--- src/rtl/stopwatch_display.sv ---
// stopwatch_display: four-digit multiplexed common-anode seven-segment driver.
// Scans one digit per refresh slot, snapshots the BCD time once per frame so a
// rollover never tears the shown value, and blinks the selected pair in adjust.
`timescale 1ns/1ps
module stopwatch_display #(
  parameter int REFRESH_DIV = 100000,
  parameter int BLINK_DIV   = 25000000
) (
  input  logic       clock,
  input  logic       reset,
  input  logic [2:0] min_ten,
  input  logic [3:0] min_unit,
  input  logic [2:0] sec_ten,
  input  logic [3:0] sec_unit,
  input  logic       adjust,
  input  logic       select,
  output logic [3:0] an,
  output logic [6:0] seg,
  output logic       dp
);

  localparam int DW = (REFRESH_DIV > 1) ? $clog2(REFRESH_DIV) : 1;
  localparam int BW = (BLINK_DIV > 1) ? $clog2(BLINK_DIV) : 1;

  logic [DW-1:0]   r_div_cnt;
  logic [1:0]      r_idx;
  logic [3:0][3:0] r_snap;      // [3]=min_ten .. [0]=sec_unit
  logic [BW-1:0]   r_blink_cnt;
  logic            r_blink_off;

  logic            w_div_tc;
  logic            w_blink_tc;
  logic [3:0]      w_digit;
  logic [6:0]      w_seg_dec;
  logic            w_blank;

  assign w_div_tc   = (r_div_cnt == DW'(REFRESH_DIV - 1));
  assign w_blink_tc = (r_blink_cnt == BW'(BLINK_DIV - 1));

  // Active-low seven-segment decode {g,f,e,d,c,b,a}; 10..15 show a dash.
  function automatic logic [6:0] decode_digit(input logic [3:0] d);
    case (d)
      4'd0:    decode_digit = 7'b1000000;
      4'd1:    decode_digit = 7'b1111001;
      4'd2:    decode_digit = 7'b0100100;
      4'd3:    decode_digit = 7'b0110000;
      4'd4:    decode_digit = 7'b0011001;
      4'd5:    decode_digit = 7'b0010010;
      4'd6:    decode_digit = 7'b0000010;
      4'd7:    decode_digit = 7'b1111000;
      4'd8:    decode_digit = 7'b0000000;
      4'd9:    decode_digit = 7'b0010000;
      default: decode_digit = 7'b0111111;
    endcase
  endfunction

  // Refresh divider, scan index and frame snapshot of the four input digits.
  // NOTE: sequential state uses non-blocking assignments so every register
  // samples pre-edge values; blocking here would create order-dependent races.
  always_ff @(posedge clock) begin
    if (reset) begin
      r_div_cnt <= '0;
      r_idx     <= 2'd0;
      r_snap    <= '0;
    end else begin
      r_div_cnt <= w_div_tc ? '0 : r_div_cnt + DW'(1);
      if (w_div_tc) begin
        r_idx <= r_idx + 2'd1;  // 3 wraps to 0 at the frame boundary
        if (r_idx == 2'd3)
          r_snap <= {{1'b0, min_ten}, min_unit, {1'b0, sec_ten}, sec_unit};
      end
    end
  end

  // Blink timer: runs only in adjust mode, cleared the moment adjust drops so
  // re-entry always starts with a fully visible half-period.
  always_ff @(posedge clock) begin
    if (reset || !adjust) begin
      r_blink_cnt <= '0;
      r_blink_off <= 1'b0;
    end else begin
      r_blink_cnt <= w_blink_tc ? '0 : r_blink_cnt + BW'(1);
      if (w_blink_tc)
        r_blink_off <= ~r_blink_off;
    end
  end

  // Current digit, its decode and whether it falls in the blanked pair.
  // NOTE: every always_comb output gets a default first so no path leaves it
  // unassigned, which would otherwise infer a latch.
  always_comb begin
    w_digit   = r_snap[r_idx];
    w_seg_dec = decode_digit(w_digit);
    w_blank   = 1'b0;
    if (adjust && r_blink_off)
      w_blank = select ? ~r_idx[1] : r_idx[1];  // idx 3,2 = minutes; 1,0 = seconds
  end

  // Registered display pins; the anode pattern and dp ignore blanking.
  always_ff @(posedge clock) begin
    if (reset) begin
      an  <= 4'b1111;
      seg <= 7'b1111111;
      dp  <= 1'b1;
    end else begin
      an  <= ~(4'b0001 << r_idx);
      seg <= w_blank ? 7'b1111111 : w_seg_dec;
      dp  <= (r_idx != 2'd2);
    end
  end

endmodule

--- config.mk ---
export PLATFORM = sky130hd
export DESIGN_NAME = stopwatch_display
export DESIGN_NICKNAME = d
export VERILOG_FILES = /design/src/rtl/stopwatch_display.sv
export SDC_FILE = /design/constraint.sdc
export NUM_CORES = 1
export LEC_CHECK = 0
export CAP_MARGIN = 0
export CORE_MARGIN = 1.5
export CORE_UTILIZATION = 53
export CTS_BUF_LIST = sky130_fd_sc_hd__clkbuf_4 sky130_fd_sc_hd__clkbuf_8
export DETAILED_ROUTE_END_ITERATION = 12
export PLACE_DENSITY = 0.74
export SLEW_MARGIN = 10
export SYNTH_ARGS = -nofsm -noshare
export SYNTH_HDL_FRONTEND = slang
export SYNTH_SLANG_ARGS = --single-unit
--- constraint.sdc ---
create_clock -name clock -period 1.9 [get_ports clock]
set_clock_uncertainty 0.05 [all_clocks]
set_input_delay 0.38 -clock clock [delete_from_list [all_inputs] [get_ports clock]]
set_output_delay 0.38 -clock clock [all_outputs]
set_load 0.03 [all_outputs]
==> results.env <==
WORST-R2R-SETUP-SLACK_PS=80
CLOCK_LATENCY_ON_THE_WORST_SKEW_PAIR_PS=330
NETS=443
CTS.REPORTEDPATHS.CLKPINSLEW_PS=70
CRITPATHKIND='reg2reg'
CPPEAKSTAGEDELAY_PS=530
INITIALDRTVIOLATIONCOUNT=122
CTS_BUFFERS=9
DIEHEIGHT_UM=81.4
ROWS=28
DESIGN.DIE.AREA_MM2=0.00663
DRIVE_ABOVE_1_SHARE_PCT=16.5
VIAS_PER_CELL=5.57
GRT_USE_TOTAL_PCT=22.3
ASYNC_RESET_FF_SHARE_PCT=0
MAXSLEWHEADROOM_PCT=73.4
CTS-HOLD-FIX-BUFFERS=0
INITIAL_ANTENNA_VIOLATION_COUNT=0
NUMCLOCKSINKS=70
SYNTH_NETS=387
HOLD_PATH_CLASS='reg2reg'
MAXCLOCKFREQUENCY_MHz=549
LENGTH_OF_THE_FIRST_DETAILED_ROUTING_PASS_IN_ITERATIONS=5
DIE_W_UM=81.4
INITIAL_UTILIZATION_PCT=55.0
LAYOUTNONFILLERINSTCOUNT=492
PLACE.DETAILED.INSTANCES=477
WORST-R2R-CELL-COUNT=5
NUMBER_OF_ANTENNA_REPAIR_DIODES=0
GRT_START_MAX_NET_PINS=17
DRC=0
AVGROUTEDWIREPERCELL_UM=13.7
PLACE_CONGESTION=0.858
MEAN_CELL_AREA_OF_THE_MAPPED_NETLIST_UM2=9.13
DRTANTENNAVIOLNETS=0
CRITPATHSLOWESTCELL='or4_1'
DESIGN.PORTCOUNT=30
GRT_PASS1_VIAS=2632
CLOCK_PATH_BUFFERS=2
CLOCKROOTBUFFER='clkbuf_8'
GLOBAL_ROUTE.OVERFLOW_TOTAL=0
POWER.LEAKAGE_nW=1.43
FINAL.MIN_CLOCK_PERIOD_PS=1820
PORTBUFFERS=29
CRIT_PATH_CELL_TRACE='buf_4, nor4_2, nand4_1, or4_1, a21boi_1'
P_TOTAL_mW=2.72
NETLIST_INSTANCES=357
SYNTHESIS.YOSYS.WARNINGS=0
WORST_EP_ARRIVAL_TIME_PS=2030
POST_SYNTH_NUM_CELL_TYPES=42
REG2REG_FROM='r_blink_cnt[8]'
DETAILROUTE.VIA_COUNT=2742
CAP_VIOL_MAX_COUNT=0
HOLDCRITSTARTPOINT='r_div_cnt[0]'
WORST_R2R_ENDPOINT='r_blink_off'
CTS_TREE='yes'
FLOORPLAN.CORE_AREA_MM2=0.00592
LAYOUT-AREA-OVERHEAD-VS-SYNTH_PCT=24.3
SYNTH-EDFF-COUNT=0
PERIOD_SHARE_PCT=95.9
SETUP.WORST_PATH.START_CLASS='flip-flop'
WORST_HOLD_PATH.NUM_CELLS=1
GRT_SETUP_UNREPAIRED='true'
CTS-HTREE-LEVELS=3
CRITICAL_PATH.MAX_FANOUT=4
WORST_HOLD_PATH.ENDPOINT='r_div_cnt[0]'
YS_DOMINANT_REG_CELL='dfxtp_1'
WORST_VOLTAGE_DROP_ACROSS_THE_VDD_GRID_mV=0.679
SYNTH-SEQ-CELLS=70
CP.REQUIRED_PS=2110
SYNTH_SEQUENTIAL_AREA_RATIO_PCT=43.0
SETUP_VIOL_COUNT_FINAL=0
TIMING_WORST_SLEW_PIN_VALUE_PS=395
GRT_PASS1_WL_UM=11400
POWER-PER-CELL-AREA_mW_PER_MM2=672
MAX_TRANSITION_VIOLS_FINAL=0
STATUS='completed'
POSTCTSSETUPREPAIRBUFS=0
POST-DP-HPWL_UM=4850
KIND_OF_CAPTURE_POINT_OF_THE_WORST_SETUP_PATH='flip-flop'
SETUP-TNS-FINAL_PS=0
HOLD_VIOLATIONS=0
WL_UM=6720
SYNTH_AREA_MM2=0.00326
-- report_power, final --
part / switching [mW] / internal, mW
Combinational: 0.0614 / 0.0773
Clock: 0.511 / 0.581
Sequential: 0.00772 / 1.48
-- state kept, by name, summed over array words and instances (netlist names) --
name and cells:
seg 7, r_snap 14, r_blink_off 1, r_idx 2, r_div_cnt 17, r_blink_cnt 25, an 4
-- cell families (layout without fill, tap and decap cells) --
group                      count (synthesis)  after routing  share of synthesized area (%)
and+or+nand+nor                          156            156                           28.0
DFF                                       70             70                           43.0
AOI/OAI and AO/OA                         58             58                           10.8
buffers and inverters                     30             90                           3.92
xor gates and xnor gates                  26             26                           6.99
adders and majority gates                 12             12                           4.61
muxes                                      5              5                           2.69
-- worst max path at each step --
stage                               start              end  slack, ps  cells after the start
after floorplan                  r_idx[1]           seg[2]          6                      6
after global placement     r_blink_cnt[1]   r_blink_cnt[4]         70                      6
after detailed placement   r_blink_cnt[8]      r_blink_off         -7                      5
after CTS                  r_blink_cnt[1]  r_blink_cnt[13]          9                      6
after global routing      r_blink_cnt[13]  r_blink_cnt[22]         -3                      4
final                      r_blink_cnt[8]      r_blink_off         80                      5
-- final cells by class --
type | count | area [um2]
Sequential cell | 70 | 1410
Clock inverter | 1 | 5.00
Inverter | 11 | 41.3
Clock buffer | 14 | 174
Fill cell | 465 | 1870
Multi-Input combinational cell | 257 | 1760
Timing Repair Buffer | 64 | 573
Tap cell | 75 | 93.8
-- synth_stat cells, drive strengths merged, types with 11 or more instances --
cell type | count | area share (%)
a21oi | 17 | 2.6
clkbuf | 13 | 1.5
dfxtp | 70 | 43
ha | 12 | 4.6
inv | 11 | 1.3
nand2 | 17 | 2.0
nand2b | 19 | 3.6
nand3 | 14 | 2.2
nand4 | 11 | 2.6
nand4b | 14 | 3.8
nor2 | 35 | 4.0
o21ai | 23 | 3.5
o31ai | 12 | 3.2
or4 | 12 | 3.0
xnor2 | 11 | 3.0
xor2 | 15 | 4.0
-- metal layers --
metal  up-vias  wire [um]  global-route usage, %
met5         -          0                      0
met4         0        173                   10.5
met3        17        215                   4.49
met2        47       3250                   38.0
met1      1290       3090                   26.8
li1       1388          -                      -
-- layout by cell type (no fill, tap or decap), types with 2 or more instances in the layout --
master           count
buf_6                2
or3_1                3
xor2_1              15
mux4_2               3
and4_1               4
o31ai_1             11
and3_1               6
nand2b_1            19
nor2_1              35
dfxtp_1             65
nand4_1             10
inv_1               11
or4_4                3
buf_4               32
nand4b_1            14
a21oi_1             17
nand2_1             17
mux2i_1              2
nand3_1             14
nor3_1               4
clkbuf_8            11
and2_1               4
dfxtp_2              5
o21ai_0             23
nor4_1               5
o21a_1               2
or4_1                8
clkdlybuf4s50_1     29
xnor2_1             11
nor2b_1              2
ha_1                11
clkbuf_4             3
-- what timing repair did --
| action | 4_1_cts | 5_1_grt |
|---|---|---|
| gates resized for setup | 1 | 11 |
| endpoints found under the hold margin | 0 | 0 |
| endpoints found under the setup margin | 1 | 27 |
| pin swaps | 1 | 3 |
-- stage by stage --
step	utilization, %	hold slack, ps	cell area, um2	worst slack [ps]
6_report	68.4	388	4050	77.9
2_1_floorplan	-	363	3280	5.68
5_1_grt	68.4	416	4050	-2.97
3_3_place_gp	64.8	373	3840	66.5
4_1_cts	67.9	394	4020	9.11
3_5_place_dp	64.8	384	3840	-6.94
-- critical path, delay by kind of cell (launching register included) --
family,cells,cell delay (ps)
compound gates,1,160
buf+inv,1,160
flops,1,340
simple gates,3,1040
(Power assumes the default switching activity.)
